## src/rtl/uart_pkg.sv

```systemverilog
// Shared definitions for the UartLite FIFO bridge: register map, STAT bit
// positions and the poll/transfer state encoding.
package uart_pkg;

    localparam logic [7:0] REG_RX   = 8'h0;
    localparam logic [7:0] REG_TX   = 8'h4;
    localparam logic [7:0] REG_STAT = 8'h8;
    localparam logic [7:0] REG_CTRL = 8'hC;

    localparam int unsigned STAT_RXV = 0;
    localparam int unsigned STAT_TXF = 3;

    typedef enum logic [2:0] {
        IDLE,
        STAT_AR,
        STAT_R,
        RX_AR,
        RX_R,
        TX_AW,
        TX_B
    } state_t;

endpackage

```

## src/rtl/uartlite_fifo_bridge_if.sv

```systemverilog
// AXI4-Lite bus between the FIFO bridge (master) and the UartLite core (slave).
interface uartlite_fifo_bridge_if #(
    parameter int unsigned ADDR_W = 4
);
    logic [ADDR_W-1:0] awaddr;
    logic              awvalid;
    logic              awready;
    logic [31:0]       wdata;
    logic [3:0]        wstrb;
    logic              wvalid;
    logic              wready;
    logic [1:0]        bresp;
    logic              bvalid;
    logic              bready;
    logic [ADDR_W-1:0] araddr;
    logic              arvalid;
    logic              arready;
    logic [31:0]       rdata;
    logic [1:0]        rresp;
    logic              rvalid;
    logic              rready;

    modport master (
        output awaddr, awvalid, wdata, wstrb, wvalid, bready,
        output araddr, arvalid, rready,
        input  awready, wready, bresp, bvalid,
        input  arready, rdata, rresp, rvalid
    );

    modport slave (
        input  awaddr, awvalid, wdata, wstrb, wvalid, bready,
        input  araddr, arvalid, rready,
        output awready, wready, bresp, bvalid,
        output arready, rdata, rresp, rvalid
    );

endinterface

```

## src/rtl/uart_sync_fifo.sv

```systemverilog
// Single-clock FIFO without fall-through; a push on a full FIFO is accepted
// only together with a pop, a pop on an empty FIFO is ignored.
module uart_sync_fifo #(
    parameter int unsigned WIDTH = 8,
    parameter int unsigned DEPTH = 16
) (
    input  logic                     clk,
    input  logic                     rstn,
    input  logic                     push,
    input  logic [WIDTH-1:0]         wdata,
    input  logic                     pop,
    output logic [WIDTH-1:0]         rdata,
    output logic                     full,
    output logic                     empty,
    output logic [$clog2(DEPTH):0]   level
);

    localparam int unsigned AW = $clog2(DEPTH);

    typedef logic [AW-1:0] ptr_t;
    typedef logic [AW:0]   lvl_t;

    localparam lvl_t FULL_LVL = lvl_t'(DEPTH);

    logic [WIDTH-1:0] mem [DEPTH];
    ptr_t             wr_ptr;
    ptr_t             rd_ptr;
    logic             do_push;
    logic             do_pop;

    assign full    = (level == FULL_LVL);
    assign empty   = (level == '0);
    assign do_pop  = pop && !empty;
    assign do_push = push && (!full || do_pop);
    assign rdata   = mem[rd_ptr];

    always_ff @(posedge clk) begin
        if (!rstn) begin
            wr_ptr <= '0;
            rd_ptr <= '0;
            level  <= '0;
        end else begin
            if (do_push) wr_ptr <= wr_ptr + ptr_t'(1);
            if (do_pop)  rd_ptr <= rd_ptr + ptr_t'(1);
            case ({do_push, do_pop})
                2'b10:   level <= level + lvl_t'(1);
                2'b01:   level <= level - lvl_t'(1);
                default: level <= level;
            endcase
        end
    end

    always_ff @(posedge clk) begin
        if (do_push) mem[wr_ptr] <= wdata;
    end

endmodule

```

## src/rtl/uartlite_fifo_bridge.sv

```systemverilog
// Byte-stream <-> UartLite bridge: polls STAT, then moves one byte per poll.
// Optional error counter on non-OKAY responses: define UARTLITE_ERR_CNT_EN.
module uartlite_fifo_bridge
    import uart_pkg::*;
#(
    parameter int unsigned TX_DEPTH   = 16,
    parameter int unsigned RX_DEPTH   = 16,
    parameter int unsigned AXI_ADDR_W = 4
) (
    input  logic                        clk,
    input  logic                        rstn,
    input  logic [7:0]                  t_data,
    input  logic                        t_valid,
    output logic                        t_ready,
    output logic [7:0]                  r_data,
    output logic                        r_valid,
    input  logic                        r_ready,
    output logic [$clog2(TX_DEPTH):0]   tx_level,
    output logic [$clog2(RX_DEPTH):0]   rx_level,
    uartlite_fifo_bridge_if.master      axi
`ifdef UARTLITE_ERR_CNT_EN
    ,
    output logic [15:0]                 err_cnt,
    output logic                        err_flag
`endif
);

    typedef logic [AXI_ADDR_W-1:0] addr_t;

    state_t     state;
    state_t     state_next;
    logic       aw_done;
    logic       w_done;

    logic       tx_push;
    logic       tx_pop;
    logic       tx_full;
    logic       tx_empty;
    logic [7:0] tx_head;

    logic       rx_push;
    logic       rx_pop;
    logic       rx_full;
    logic       rx_empty;

    assign t_ready = rstn && !tx_full;
    assign tx_push = t_valid && t_ready;
    assign r_valid = !rx_empty;
    assign rx_pop  = r_valid && r_ready;

    uart_sync_fifo #(
        .WIDTH (8),
        .DEPTH (TX_DEPTH)
    ) u_tx_fifo (
        .clk   (clk),
        .rstn  (rstn),
        .push  (tx_push),
        .wdata (t_data),
        .pop   (tx_pop),
        .rdata (tx_head),
        .full  (tx_full),
        .empty (tx_empty),
        .level (tx_level)
    );

    uart_sync_fifo #(
        .WIDTH (8),
        .DEPTH (RX_DEPTH)
    ) u_rx_fifo (
        .clk   (clk),
        .rstn  (rstn),
        .push  (rx_push),
        .wdata (axi.rdata[7:0]),
        .pop   (rx_pop),
        .rdata (r_data),
        .full  (rx_full),
        .empty (rx_empty),
        .level (rx_level)
    );

    // aw_done/w_done let AW and W complete in either order while in TX_AW.
    always_ff @(posedge clk) begin
        if (!rstn) begin
            state   <= IDLE;
            aw_done <= 1'b0;
            w_done  <= 1'b0;
        end else begin
            state <= state_next;
            if (state == TX_AW) begin
                if (axi.awvalid && axi.awready) aw_done <= 1'b1;
                if (axi.wvalid && axi.wready)   w_done  <= 1'b1;
            end else begin
                aw_done <= 1'b0;
                w_done  <= 1'b0;
            end
        end
    end

    always_comb begin
        state_next  = state;
        axi.arvalid = 1'b0;
        axi.araddr  = '0;
        axi.rready  = 1'b0;
        axi.awvalid = 1'b0;
        axi.awaddr  = '0;
        axi.wvalid  = 1'b0;
        axi.wdata   = '0;
        axi.wstrb   = '0;
        axi.bready  = 1'b0;
        rx_push     = 1'b0;
        tx_pop      = 1'b0;

        case (state)
            IDLE: state_next = STAT_AR;

            STAT_AR: begin
                axi.arvalid = 1'b1;
                axi.araddr  = addr_t'(REG_STAT);
                if (axi.arready) state_next = STAT_R;
            end

            // RX service takes priority over TX so incoming bytes are not dropped.
            STAT_R: begin
                axi.rready = 1'b1;
                if (axi.rvalid) begin
                    if (axi.rdata[STAT_RXV] && !rx_full)
                        state_next = RX_AR;
                    else if (!tx_empty && !axi.rdata[STAT_TXF])
                        state_next = TX_AW;
                    else
                        state_next = IDLE;
                end
            end

            RX_AR: begin
                axi.arvalid = 1'b1;
                axi.araddr  = addr_t'(REG_RX);
                if (axi.arready) state_next = RX_R;
            end

            RX_R: begin
                axi.rready = 1'b1;
                if (axi.rvalid) begin
                    rx_push    = 1'b1;
                    state_next = IDLE;
                end
            end

            TX_AW: begin
                axi.awvalid = !aw_done;
                axi.wvalid  = !w_done;
                axi.awaddr  = addr_t'(REG_TX);
                axi.wdata   = {24'b0, tx_head};
                axi.wstrb   = 4'b0001;
                if ((aw_done || axi.awready) && (w_done || axi.wready))
                    state_next = TX_B;
            end

            // The head byte leaves the FIFO only once the write is acknowledged.
            TX_B: begin
                axi.bready = 1'b1;
                if (axi.bvalid) begin
                    tx_pop     = 1'b1;
                    state_next = IDLE;
                end
            end

            default: state_next = IDLE;
        endcase
    end

`ifdef UARTLITE_ERR_CNT_EN
    logic err_evt;

    assign err_evt = (axi.rvalid && axi.rready && (axi.rresp != 2'b00)) ||
                     (axi.bvalid && axi.bready && (axi.bresp != 2'b00));

    always_ff @(posedge clk) begin
        if (!rstn) begin
            err_cnt  <= '0;
            err_flag <= 1'b0;
        end else if (err_evt) begin
            if (err_cnt != '1) err_cnt <= err_cnt + 16'd1;
            err_flag <= 1'b1;
        end
    end
`endif

endmodule

```

## src/flat_wrapper.sv

```systemverilog
// flat-port wrapper written by rule: the top's interface ports become plain ports
module uartlite_fifo_bridge_flat import uart_pkg::*;
#(
    parameter int unsigned TX_DEPTH   = 16,
    parameter int unsigned RX_DEPTH   = 16,
    parameter int unsigned AXI_ADDR_W = 4
)
  (clk, rstn, t_data, t_valid, t_ready, r_data, r_valid, r_ready, tx_level, rx_level, axi_awaddr, axi_awvalid, axi_wdata, axi_wstrb, axi_wvalid, axi_bready, axi_araddr, axi_arvalid, axi_rready, axi_awready, axi_wready, axi_bresp, axi_bvalid, axi_arready, axi_rdata, axi_rresp, axi_rvalid);
  uartlite_fifo_bridge_if #(.ADDR_W((4))) axi_i ();
  input  logic clk;
  input  logic rstn;
  input  logic [7:0] t_data;
  input  logic t_valid;
  output logic t_ready;
  output logic [7:0] r_data;
  output logic r_valid;
  input  logic r_ready;
  output logic [$clog2(TX_DEPTH):0] tx_level;
  output logic [$clog2(RX_DEPTH):0] rx_level;
  output wire logic [$bits(axi_i.awaddr)-1:0] axi_awaddr;
  output wire logic [$bits(axi_i.awvalid)-1:0] axi_awvalid;
  output wire logic [$bits(axi_i.wdata)-1:0] axi_wdata;
  output wire logic [$bits(axi_i.wstrb)-1:0] axi_wstrb;
  output wire logic [$bits(axi_i.wvalid)-1:0] axi_wvalid;
  output wire logic [$bits(axi_i.bready)-1:0] axi_bready;
  output wire logic [$bits(axi_i.araddr)-1:0] axi_araddr;
  output wire logic [$bits(axi_i.arvalid)-1:0] axi_arvalid;
  output wire logic [$bits(axi_i.rready)-1:0] axi_rready;
  input wire logic [$bits(axi_i.awready)-1:0] axi_awready;
  input wire logic [$bits(axi_i.wready)-1:0] axi_wready;
  input wire logic [$bits(axi_i.bresp)-1:0] axi_bresp;
  input wire logic [$bits(axi_i.bvalid)-1:0] axi_bvalid;
  input wire logic [$bits(axi_i.arready)-1:0] axi_arready;
  input wire logic [$bits(axi_i.rdata)-1:0] axi_rdata;
  input wire logic [$bits(axi_i.rresp)-1:0] axi_rresp;
  input wire logic [$bits(axi_i.rvalid)-1:0] axi_rvalid;
  assign axi_awaddr = axi_i.awaddr;
  assign axi_awvalid = axi_i.awvalid;
  assign axi_wdata = axi_i.wdata;
  assign axi_wstrb = axi_i.wstrb;
  assign axi_wvalid = axi_i.wvalid;
  assign axi_bready = axi_i.bready;
  assign axi_araddr = axi_i.araddr;
  assign axi_arvalid = axi_i.arvalid;
  assign axi_rready = axi_i.rready;
  assign axi_i.awready = axi_awready;
  assign axi_i.wready = axi_wready;
  assign axi_i.bresp = axi_bresp;
  assign axi_i.bvalid = axi_bvalid;
  assign axi_i.arready = axi_arready;
  assign axi_i.rdata = axi_rdata;
  assign axi_i.rresp = axi_rresp;
  assign axi_i.rvalid = axi_rvalid;
  uartlite_fifo_bridge #(.TX_DEPTH(TX_DEPTH), .RX_DEPTH(RX_DEPTH), .AXI_ADDR_W(AXI_ADDR_W)) u_core (.clk(clk), .rstn(rstn), .t_data(t_data), .t_valid(t_valid), .t_ready(t_ready), .r_data(r_data), .r_valid(r_valid), .r_ready(r_ready), .tx_level(tx_level), .rx_level(rx_level), .axi(axi_i));
endmodule
```

## config.mk

```make
export PLATFORM = sky130hd
export DESIGN_NAME = uartlite_fifo_bridge_flat
export DESIGN_NICKNAME = d
export VERILOG_FILES = /design/src/rtl/uart_pkg.sv /design/src/rtl/uartlite_fifo_bridge_if.sv /design/src/rtl/uart_sync_fifo.sv /design/src/rtl/uartlite_fifo_bridge.sv /design/src/flat_wrapper.sv
export SDC_FILE = /design/constraint.sdc
export NUM_CORES = 1
export LEC_CHECK = 0
export BUFFER_PORTS_ARGS = -buffer_cell sky130_fd_sc_hd__buf_4
export CORE_ASPECT_RATIO = 0.9
export CORE_MARGIN = 2
export CORE_UTILIZATION = 40
export CTS_CLUSTER_SIZE = 16
export DETAILED_ROUTE_END_ITERATION = 8
export SETUP_SLACK_MARGIN = 0.4
export SYNTH_ARGS = -nofsm -noshare
export SYNTH_HDL_FRONTEND = slang
export SYNTH_SLANG_ARGS = --single-unit
```

## constraint.sdc

```tcl
create_clock -name clk -period 2.75 [get_ports clk]
set_input_delay 0.4125 -clock clk [delete_from_list [all_inputs] [get_ports clk]]
set_output_delay 0.4125 -clock clk [all_outputs]
set_load 0.05 [all_outputs]
```

# Word-level counts from Yosys, hierarchy flattened
# Memory sizes are Yosys's and may differ from the RTL's. A register that Yosys moved wholly into a read port is not among the register bits.
# Cells that the tools add are included.
# op_classes
addsub,8
n_eq_ne,18
mux,32
reduce_logical,32
# op_table
op,count
$mux W3,9
$pmux W3 S7,1
$mux W4,5
$pmux W5 S2,2
$add A4 B1 Y4 const B,4
$mux W1,14
$logic_and A1 B1 Y1,12
$ne A2 B2 Y1 const B,6
$add A5 B1 Y5 const B,2
$eq A5 B5 Y1 const B,2
$logic_not A5 Y1,2
$sub A5 B1 Y5 const B,2
$eq A3 B3 Y1 const B,3
$mux W8,1
$logic_not A1 Y1,7
$eq A3 B2 Y1 const B,2
$reduce_and A6 Y1,1
$eq A2 B1 Y1 const B,2
$eq A2 B2 Y1 const B,2
$logic_or A1 B1 Y1,4
$reduce_bool A2 Y1,2
$reduce_or A2 Y1,2
$eq A3 B1 Y1 const B,1
$logic_not A3 Y1,1
$reduce_and A2 Y1,1
# word_totals
register_bits,31
ramBits,256
inputBits,53
output_inout_bits,69
elab_cells,101
n_memories,2
# memory_table
memory,depth,width,rd,rd_clocked_by_memory_dff,wr,line_no,source
u_core.u_rx_fifo.mem,16,8,1,1,1,uart_sync_fifo.sv:25,logic [WIDTH-1:0] mem [DEPTH];
u_core.u_tx_fifo.mem,16,8,1,1,1,uart_sync_fifo.sv:25,

# Depth between registers and ports, before layout
# Gate-level depths: netlist of the first run.
# depth
depth_word,8
depth_mapped,13
mapped_depth_nobuf,10

# Hierarchy
# Synthesis of the first run repeated with hierarchy kept, for this count alone.
# unflattened
cells_unflattened,741
area_unflattened_um2,12525.8
# modules_own_cells
mod,instances,cells_per_inst,area_each_um2
uart_sync_fifo (u_core.u_tx_fifo),1,323,5908.2
uart_sync_fifo (u_core.u_rx_fifo),1,323,5895.7
uartlite_fifo_bridge,1,95,721.9

# Worst setup path before layout of the first run
# No wires, ideal clock.
# synth_path
path_type,reg2reg
start,register u_core.u_tx_fifo.level[1]
end,register u_core.u_tx_fifo.level[2]
arrival_ps,3073
t_required_ps,2679
setup_slack_ps,-394
stages_incl_launch_ff,13
path_buffers,2
period_less_slack_ps,3144
path_cell_list,dfxtp_1 > buf_2 > or4_1 > o21ai_1 > inv_1 > ha_1 > clkbuf_1 > xor2_1 > ha_1 > a21oi_1 > xor2_1 > or3_1 > a21oi_1
# synth_via
elab_chain_len,7
elab_cells_between_ends,15
classes_between,2 x add/sub; 3 x eq/ne; 1 x mux; 9 x reduce/logical
# synth_rtl
element,line_no,source
"start, declared",uart_sync_fifo.sv:15,output logic [$clog2(DEPTH):0] level
"start signal, assigned",uart_sync_fifo.sv:46,2'b10: level <= level + lvl_t'(1);
"start signal, assigned",uart_sync_fifo.sv:47,2'b01: level <= level - lvl_t'(1);
"start signal, assigned",uart_sync_fifo.sv:48,default: level <= level;
$eq A5 B5 Y1 or $logic_not A5 Y1 (tied branches),"uart_sync_fifo.sv:31, uart_sync_fifo.sv:32",
$logic_not A1 Y1 (on tied branches),"uart_sync_fifo.sv:34, uartlite_fifo_bridge.sv:46, uart_sync_fifo.sv:33",
$logic_and A1 B1 Y1 (on tied branches),"uartlite_fifo_bridge.sv:46, uart_sync_fifo.sv:33",
$logic_and A1 B1 Y1 or $logic_or A1 B1 Y1 (tied branches),"uartlite_fifo_bridge.sv:47, uart_sync_fifo.sv:34",
$logic_and A1 B1 Y1,uart_sync_fifo.sv:34,assign do_push = push && (!full || do_pop);
$eq A2 B1 Y1 or $eq A2 B2 Y1 (tied branches),uart_sync_fifo.sv:45,"case ({do_push, do_pop})"
$pmux W5 S2 or $reduce_bool A2 Y1 (tied branches),n/a,
# Parallel ways exist; a longest one is shown, timed or not.
# A chain may end at the register's enable or synchronous reset.

==> results.py, run 1 <==
metrics = {
    "worst_setup_path": {
        "critPathLaunchType": "register",
        "reg2reg_depth": 10,
        "end_kind": "output pin",
        "critPathMaxFanout": 8,
        "cp.required_ns": 2.34,
        "crit_buf_inv": 3,
        "crit_cells": 5,
        "critPathKind": "reg -> out",
        "critical-path-top-delay-family": "multiplexers",
        "cpMaxStageDelayCell": "mux4_2",
        "crit_chain": "buf_6 -> buf_12 -> mux4_2 -> mux4_2 -> buf_8",
        "max_stage_delay_ns": 0.55,
        "critPathArrivalTime_ns": 2.41,
        "cpMostUsedCell": "mux4_2",
    },
    "final_layout": {
        "areaGrowthSynthToFinish_pct": 23.80,
        "fin_nets": 899,
        "diodes": 0,
        "layout-drive-gt1-share_pct": 37.75,
        "utilization_pct": 50.61,
    },
    "synthesis": {
        "synth_top_cell_area_share_pct": 62.46,
        "synth_cell_types": 57,
        "yosysTopAreaCell": "edfxtp_1",
        "ys_warn_count": 0,
        "seq_area_frac_synth_pct": 68.81,
        "synthCells": 717,
        "syn_area_mm2": 0.01231,
        "synth_edf_count": 256,
        "synth_seq_cells": 295,
        "syn_area_per_cell_um2": 17.16,
        "ys.flop_type": "edfxtp_1",
        "postSynth.asyncResetShare_pct": 0,
        "synth_area_leaders": "edfxtp_1, mux4_2, dfxtp_1",
    },
    "sta": {
        "relSlewSlack_pct": 14.57,
        "fmax_ghz": 0.3544,
        "fin_ws_ns": -0.07157,
        "grt_setup_unrepaired": "true",
        "period_minus_slack_ns": 2.822,
        "tightestPinTransition_ns": 1.277,
        "fin_skew_ns": 0.01316,
        "period_share_pct": 102.6,
        "slew_violations": 0,
        "setup_viol_count_final": 8,
        "hold_viol": 0,
    },
    "clock_tree": {
        "insertion_delay_ns": 0.55,
        "cts-htree-levels": 1,
        "cts_hold_buf": 0,
        "cts_tree": "built",
        "cts.sinks": 295,
        "cts_buffer_depth": 3,
        "cts-root-buf": "clkbuf_16",
        "numCtsBuffers": 31,
        "cts.reportedPaths.clkPinSlew_ns": 0.06,
    },
    "die": {
        "die_y_um": 170.4,
        "die_area_mm2": 0.03219,
        "row_count": 60,
        "core_area_mm2": 0.03010,
        "chipWidth_um": 188.9,
        "io_pins": 122,
        "initial_core_util_pct": 40.88,
    },
    "outcome": {
        "violations": "setup timing",
        "status": "complete, but fails checks",
    },
    "min_path": {
        "min_path_type": "in -> reg",
        "min_path_cells": 3,
    },
    "drt": {
        "firstDrtPassIters": 7,
        "wirelength_um": 26510,
        "drc": 0,
        "viasPerCell": 5.216,
        "postRouteAntennaNets": 0,
        "vias": 6551,
        "wire_per_inst_um": 21.10,
        "drtIter0Drc": 572,
    },
    "global_routing": {
        "grt_overflow": 0,
        "antenna_found_initial": 0,
        "grt_pass1_vias": 6670,
        "grtUsageTotal_pct": 16.66,
        "grt_pass1_wl_um": 40120,
        "grt_max_degree": 33,
    },
    "power": {
        "p_leak_nw": 5.070,
        "ir_drop_mv": 0.5467,
        "fin_total_pwr_mw": 11.24,
        "power_density_mw_per_mm2": 737.6,
    },
    "place": {
        "place_congestion": 0.7877,
        "dp_hpwl_um": 16080,
        "port_buffers": 60,
    },
    "job": {
        "cap_violations": 0,
    },
}
## timing repair
action | CTS | global route
resized for setup | 75 | 30
cloned | 5 | 1
setup endpoints to repair | 58 | 98
setup buffers | 18 | 9
pin swaps | 10 | 15
## tightest hold or removal path: cells and delay by family
kind | cells | cell delay (ns)
buffers and inverters | 1 | 0.08
AND/OR/NAND/NOR | 2 | 0.14
## final cells by class
| type | count | area (um2) |
|---|---|---|
| Multi-Input combinational cell | 366 | 3896 |
| Inverter | 15 | 65.06 |
| Fill cell | 2454 | 14870 |
| Sequential cell | 295 | 8492 |
| Clock inverter | 16 | 151.4 |
| Tap cell | 403 | 504.2 |
| Clock buffer | 42 | 899.6 |
| Timing Repair Buffer | 119 | 1227 |
## metrics by stage
stage | cell area (um2) | std cells | worst slack (ns) | hold slack, ns | setup TNS, ns
2_1_floorplan | 12620 | 749 | -0.03410 | 0.4721 | -0.05258
3_3_place_gp | 13350 | 1165 | 0.1864 | 0.4737 | 0
3_5_place_dp | 13350 | 1165 | 0.1150 | 0.4843 | 0
4_1_cts | 15020 | 1246 | -0.1078 | 0.09029 | -0.6479
5_1_grt | 15240 | 1256 | -0.1467 | 0.09671 | -0.9382
6_report | 15240 | 1256 | -0.07157 | 0.1131 | -0.3842
## kinds of logic (layout without fill, tap and decap cells)
logic type	count (synthesis)	after routing	share of synthesized area, %
compound gates	62	62	3.538
xor+xnor	11	11	0.7829
fa+ha+maj	18	18	1.891
buf+inv	89	192	4.046
flops	295	295	68.81
mux	96	96	15.15
other cells	1	33	0.03047
simple gates	145	146	5.754
## cells in the final DEF (no fill, tap or decap), drive strengths merged, types with 4 or more instances in the layout
master,n
edfxtp,256
o211ai,6
mux4,72
or3,4
xor2,8
nor2b,7
buf,119
o21ai,9
nand2b,14
nor3,11
a21oi,14
conb,33
o21a,6
inv,18
o22ai,5
nand3,11
ha,17
nor2,53
nand2,27
clkbuf,42
clkinv,8
dfxtp,39
mux2i,22
nand4,4
## synthesized netlist by cell type, drive strengths merged (2+ instances only)
cell type	n
xor2	8
o21a	6
nand3b	2
mux4	72
nor2	53
nand2b	14
nor2b	7
inv	15
a22oi	3
o21ai	9
buf	54
a211o	3
mux2i	22
nand4	4
or4	2
a221o	2
a21oi	14
clkbuf	20
xnor2	3
nand3	11
o31ai	2
o22ai	5
nor3	11
ha	17
or2	2
mux2	2
a31oi	3
nand2	27
o211ai	6
or3	4
dfxtp	39
edfxtp	256
a21o	2
## where the power goes
part / internal, mW / switching [mW] / leakage, nW
Clock: 2.49 / 1.70 / 0.516
Combinational: 0.951 / 1.08 / 1.93
Sequential: 4.93 / 0.0951 / 2.62
Total: 8.37 / 2.87 / 5.07
## worst paths after layout
path / from / endpoint / slack [ns]
hold / removal: axi_wready / u_core.w_done / 0.11
setup reg to reg: u_core.u_tx_fifo.level[0] / u_core.u_tx_fifo.level[2] / 0.23
setup / recovery: register / r_data[0] / -0.07
hold reg to reg: u_core.u_rx_fifo.level[0] / u_core.u_rx_fifo.level[0] / 0.52
## sequential cells by signal (all words and copies together) (netlist names), named ones only
signal,flops
u_core.aw_done,1
u_core.state,3
u_core.u_rx_fifo.level,5
u_core.u_rx_fifo.mem,128
u_core.u_rx_fifo.rd_ptr,4
u_core.u_rx_fifo.wr_ptr,4
u_core.u_tx_fifo.level,5
u_core.u_tx_fifo.mem,128
u_core.u_tx_fifo.rd_ptr,4
u_core.u_tx_fifo.wr_ptr,4
u_core.w_done,1
## per-layer routing
layer | GRT usage (%) | routed length [um]
met2 | 28.36 | 13270
met3 | 2.475 | 1362
met5 | 0 | 0
met1 | 22.22 | 11150
met4 | 5.197 | 723
(Power assumes the default switching activity.)
==> run 2: changes to the inputs <==
--- a/config.mk
+++ b/config.mk
@@ -5,13 +5,14 @@
 export SDC_FILE = /design/constraint.sdc
 export NUM_CORES = 1
 export LEC_CHECK = 0
-export BUFFER_PORTS_ARGS = -buffer_cell sky130_fd_sc_hd__buf_4
-export CORE_ASPECT_RATIO = 0.9
+export BUFFER_PORTS_ARGS = -buffer_cell sky130_fd_sc_hd__buf_2
+export CORE_ASPECT_RATIO = 1.75
 export CORE_MARGIN = 2
 export CORE_UTILIZATION = 40
 export CTS_CLUSTER_SIZE = 16
 export DETAILED_ROUTE_END_ITERATION = 8
 export SETUP_SLACK_MARGIN = 0.4
+export SKIP_CTS_REPAIR_TIMING = 1
 export SYNTH_ARGS = -nofsm -noshare
 export SYNTH_HDL_FRONTEND = slang
 export SYNTH_SLANG_ARGS = --single-unit
==> run 2 against run 1 <==
The flow still finishes with violations (setup timing). Worst setup slack improved by 0.031 ns. Die area rose by 0.17%. Largest cell class unchanged. Critical path depth is 1 lower. Sequential power about the same. Combinational power is 11% lower. Global-route usage decreased by 1.4 points. Critical path type unchanged. Register-to-register slack got worse by 0.02 ns. Via count decreased by 2.9%. First-iteration DRC count is 54% lower. Power is 6.5% lower. Routed wire length shrank 5.0%. Final cell count shrank 1.8%.
==> results.py, run 2 (synthesis gave the netlist of run 1 again) <==
metrics = {
    "global_routing": {
        "grt_max_degree": 33,
        "grt_pass1_vias": 6521,
        "antenna_found_initial": 0,
        "grt_pass1_wl_um": 36600,
        "grtUsageTotal_pct": 15.25,
        "grt_overflow": 0,
    },
    "place": {
        "dp_hpwl_um": 16580,
        "port_buffers": 60,
        "postPlaceCellArea_mm2": 0.01323,
        "place_congestion": 0.7648,
    },
    "drt": {
        "drc": 0,
        "wl_met2_um": 15100,
        "top_layer_used": "met4",
        "firstDrtPassIters": 4,
        "met1Wirelength_um": 8644,
        "wl_met3_um": 735,
        "drtIter0Drc": 262,
        "postRouteAntennaNets": 0,
        "wire_per_inst_um": 20.43,
        "wirelength_um": 25190,
        "viasPerCell": 5.161,
        "vias": 6364,
    },
    "die": {
        "chipWidth_um": 136.6,
        "die_y_um": 236.0,
        "row_count": 85,
        "initial_core_util_pct": 40.32,
        "core_area_mm2": 0.03052,
        "io_pins": 122,
        "die_area_mm2": 0.03224,
    },
    "sta": {
        "fin_skew_ns": 0.02333,
        "setup_viol_count_final": 8,
        "fmax_ghz": 0.3583,
        "relSlewSlack_pct": 40.98,
        "hold_viol": 0,
        "tightestPinTransition_ns": 0.8820,
        "period_minus_slack_ns": 2.791,
        "grt_setup_unrepaired": "true",
        "fin_ws_ns": -0.04065,
        "period_share_pct": 101.5,
        "slew_violations": 0,
        "final.setup.tns_ns": -0.1860,
    },
    "worst_setup_path": {
        "end_kind": "output pin",
        "r2r_start": "u_core.u_tx_fifo.level[1]",
        "reg2reg_to": "u_core.u_tx_fifo.level[2]",
        "reg2reg_depth": 10,
        "critPathArrivalTime_ns": 2.38,
        "critPathMaxFanout": 8,
        "critPathLaunchType": "register",
        "cp.required_ns": 2.34,
        "critPathKind": "reg -> out",
        "rrSetupSlack_ns": 0.21,
    },
    "final_layout": {
        "utilization_pct": 48.17,
        "layout-drive-gt1-share_pct": 35.87,
        "top_regs": "u_core.u_rx_fifo.mem x128, u_core.u_tx_fifo.mem x128",
        "layout_commonest_cell": "edfxtp_1",
        "fin_nets": 895,
        "diodes": 0,
        "fillers": 2557,
        "areaGrowthSynthToFinish_pct": 19.48,
        "layout_common_cells": "edfxtp_1, mux4_2, buf_4",
        "design_area_mm2": 0.01470,
    },
    "clock_tree": {
        "cts_buffer_depth": 3,
        "cts-root-buf": "clkbuf_16",
        "cts-htree-levels": 1,
        "cts.sinks": 295,
        "insertion_delay_ns": 0.54,
        "numCtsBuffers": 27,
        "cts_tree": "built",
        "cts.reportedPaths.clkPinSlew_ns": 0.06,
    },
    "power": {
        "p_leak_nw": 4.897,
        "power_density_mw_per_mm2": 714.3,
        "ir_drop_mv": 0.5905,
    },
    "min_path": {
        "min_path_cells": 3,
        "min_path_type": "in -> reg",
        "hold-path-endpoint": "u_core.w_done",
        "min-delay-start": "axi_wready",
    },
    "outcome": {
        "status": "complete, but fails checks",
        "violations": "setup timing",
    },
    "job": {
        "cap_violations": 0,
    },
}
[run 2: worst max-delay path, cell delays in order (launching register included)]
cell and delay [ns]:
dfxtp_4 0.42, clkbuf_16 0.20, mux4_2 0.56, mux4_2 0.49, buf_6 0.17
[run 2: report_power, final]
group	switching, mW	internal, mW	total (mW)
combinational	1.04	0.770	1.81
sequential	0.102	4.93	5.03
clock	1.59	2.08	3.66
[run 2: worst max path at each step]
stage	from	endpoint	slack, ns
after detailed placement	u_core.u_tx_fifo.level[0]	u_core.u_tx_fifo.level[4]	0.16
after floorplan	u_core.u_tx_fifo.level[2]	u_core.u_tx_fifo.level[2]	-0.03
after global placement	u_core.u_tx_fifo.level[0]	u_core.u_tx_fifo.level[4]	0.19
after CTS	register	axi_wdata[6]	-0.27
final	register	r_data[2]	-0.04
after global routing	register	r_data[2]	-0.12
[run 2: cell type report]
cell class	count	area [um2]	share of cell area, %
Clock buffer	30	686.9	4.672
Inverter	15	65.06	0.4425
Timing Repair Buffer	120	1012	6.884
Sequential cell	295	8497	57.79
Clock inverter	17	166.4	1.132
Multi-Input combinational cell	365	3787	25.76
Tap cell	391	489.2	3.327
[run 2: per-layer routing]
metal,vias to the layer above,global-route usage (%)
met1,3284,15.74
li1,2940,-
met5,-,0
met2,100,30.39
met3,40,1.848
met4,0,5.366
[run 2: metrics by stage]
step	hold slack (ns)	power (mW)	std cells	setup WS (ns)
2_1_floorplan	0.4721	6.425	749	-0.03410
3_3_place_gp	0.4754	6.765	1162	0.1878
3_5_place_dp	0.4845	6.773	1162	0.1590
4_1_cts	0.1424	10.43	1209	-0.2670
5_1_grt	0.1592	10.89	1233	-0.1186
6_report	0.1664	10.50	1233	-0.04065
==> run 3: changes to the inputs <==
==> constraint.sdc (replaced) <==
create_clock -name clk -period 3.27 [get_ports clk]
set_input_delay 0.4905 -clock clk [delete_from_list [all_inputs] [get_ports clk]]
set_output_delay 0.4905 -clock clk [all_outputs]
set_load 0.05 [all_outputs]
==> run 3 against run 2 <==
Clock power down 16%. Highest routed layer unchanged. Global-route usage up 0.27 points. Largest power group unchanged. Critical endpoint is now r_data[7]. Power down 16%. Combinational power down 18%. Worst hold slack better by 0.061 ns. The run now ends clean. Sequential cell count unchanged.
==> results.py, run 3 (synthesis gave the netlist of run 1 again) <==
metrics = {
    "final_layout": {
        "layout_commonest_cell": "edfxtp_1",
        "register_area_mm2": 0.008489,
        "multi_input_area_mm2": 0.003491,
        "top_regs": "u_core.u_rx_fifo.mem x128, u_core.u_tx_fifo.mem x128",
        "fin_nets": 884,
        "fillers": 2634,
        "layout-drive-gt1-share_pct": 29.00,
        "layout_common_cells": "edfxtp_1, mux4_2, nor2_1",
        "design_area_mm2": 0.01417,
        "diodes": 0,
        "areaGrowthSynthToFinish_pct": 15.16,
    },
    "die": {
        "io_pins": 122,
        "die_y_um": 236.0,
        "core_area_mm2": 0.03052,
        "row_count": 85,
        "die_area_mm2": 0.03224,
        "chipWidth_um": 136.6,
        "initial_core_util_pct": 40.32,
    },
    "clock_tree": {
        "cts_buffer_depth": 3,
        "cts-htree-levels": 1,
        "cts.reportedPaths.clkPinSlew_ns": 0.06,
        "cts-root-buf": "clkbuf_16",
        "insertion_delay_ns": 0.54,
        "cts_tree": "built",
        "numCtsBuffers": 27,
        "cts.sinks": 295,
    },
    "place": {
        "dpl_worst_slack_ns": 0.4037,
        "port_buffers": 60,
        "dp_hpwl_um": 16930,
        "place_congestion": 0.7542,
        "postPlaceCellArea_mm2": 0.01311,
    },
    "power": {
        "ir_drop_mv": 0.4666,
        "power_density_mw_per_mm2": 620.4,
        "p_leak_nw": 4.797,
        "fin_total_pwr_mw": 8.792,
    },
    "min_path": {
        "min_path_type": "in -> reg",
    },
    "sta": {
        "final.setup.tns_ns": 0,
        "period_minus_slack_ns": 2.877,
        "period_share_pct": 87.98,
        "fin_ws_ns": 0.3931,
        "setup_viol_count_final": 0,
        "fmax_ghz": 0.3476,
        "tightestPinTransition_ns": 0.8973,
        "relSlewSlack_pct": 39.96,
        "hold_viol": 0,
        "fin_skew_ns": 0.01225,
        "slew_violations": 0,
        "grt_setup_unrepaired": "true",
    },
    "global_routing": {
        "antenna_found_initial": 2,
        "grtUsageTotal_pct": 15.52,
        "grt_max_degree": 33,
        "grt_pass1_wl_um": 37640,
        "grt_overflow": 0,
        "grt_pass1_vias": 6453,
    },
    "drt": {
        "vias": 6226,
        "firstDrtPassIters": 5,
        "wire_per_inst_um": 20.22,
        "wirelength_um": 24710,
        "viasPerCell": 5.095,
        "drc": 0,
        "postRouteAntennaNets": 0,
        "drtIter0Drc": 285,
    },
    "worst_setup_path": {
        "max_stage_delay_ns": 0.51,
        "critPathLaunchType": "register",
        "cp.required_ns": 2.78,
        "critical-path-top-delay-family": "multiplexers",
        "cpMaxStageDelayCell": "mux4_2",
        "crit_buf_inv": 2,
        "crit_chain": "clkbuf_16 -> mux4_2 -> mux4_2 -> buf_2",
        "critPathKind": "reg -> out",
        "cpMostUsedCell": "mux4_2",
        "critPathArrivalTime_ns": 2.39,
        "end_kind": "output pin",
        "critPathMaxFanout": 8,
    },
    "job": {
        "cap_violations": 0,
    },
    "outcome": {
        "status": "finished clean",
    },
}
## run 3: area by class of cell
type,instances,area share [%]
Sequential cell,295,59.90
Multi-Input combinational cell,365,24.63
Timing Repair Buffer,109,5.571
Clock buffer,32,4.900
Tap cell,391,3.452
Clock inverter,15,1.148
Inverter,15,0.3973
## run 3: report_power, final
part | leakage, nW | total, mW | internal [mW] | switching (mW)
clock network | 0.420 | 3.09 | 1.76 | 1.33
registers | 2.62 | 4.22 | 4.14 | 0.0818
logic | 1.75 | 1.48 | 0.621 | 0.862
total | 4.80 | 8.79 | 6.52 | 2.27
## run 3: stage by stage
| step | hold WS, ns | utilization (%) | cells |
|---|---|---|---|
| after floorplan | 0.4721 | - | 749 |
| after detailed placement | 0.5119 | 42.96 | 1167 |
| final | 0.2274 | 46.43 | 1222 |
| after global placement | 0.4976 | 42.96 | 1167 |
| after CTS | 0.2001 | 45.77 | 1214 |
| after global routing | 0.2241 | 46.43 | 1222 |
## run 3: layer usage
| layer | track usage, % | up-vias | part of all wire, % |
|---|---|---|---|
| met3 | 1.698 | 34 | 2.6 |
| met4 | 4.798 | 0 | 2.4 |
| met2 | 31.32 | 99 | 60 |
| met1 | 16.07 | 3172 | 35 |
| li1 | - | 2921 | - |
| met5 | 0 | - | 0 |
## run 3: tightest hold or removal path: cells and delay by family
kind,cells,cell delay [ns]
buffers and inverters,1,0.08
and+or+nand+nor,2,0.15
## run 3: path summary, 6_finish.rpt
| check | from | endpoint | slack [ns] | cells after the start |
|---|---|---|---|---|
| setup / recovery | register | r_data[7] | 0.39 | 4 |
| hold / removal | axi_awready | u_core.aw_done | 0.23 | 3 |
| hold reg to reg | u_core.u_rx_fifo.level[0] | u_core.u_rx_fifo.level[0] | 0.51 | 2 |
| setup reg to reg | u_core.u_tx_fifo.level[0] | u_core.u_tx_fifo.level[4] | 0.59 | 10 |
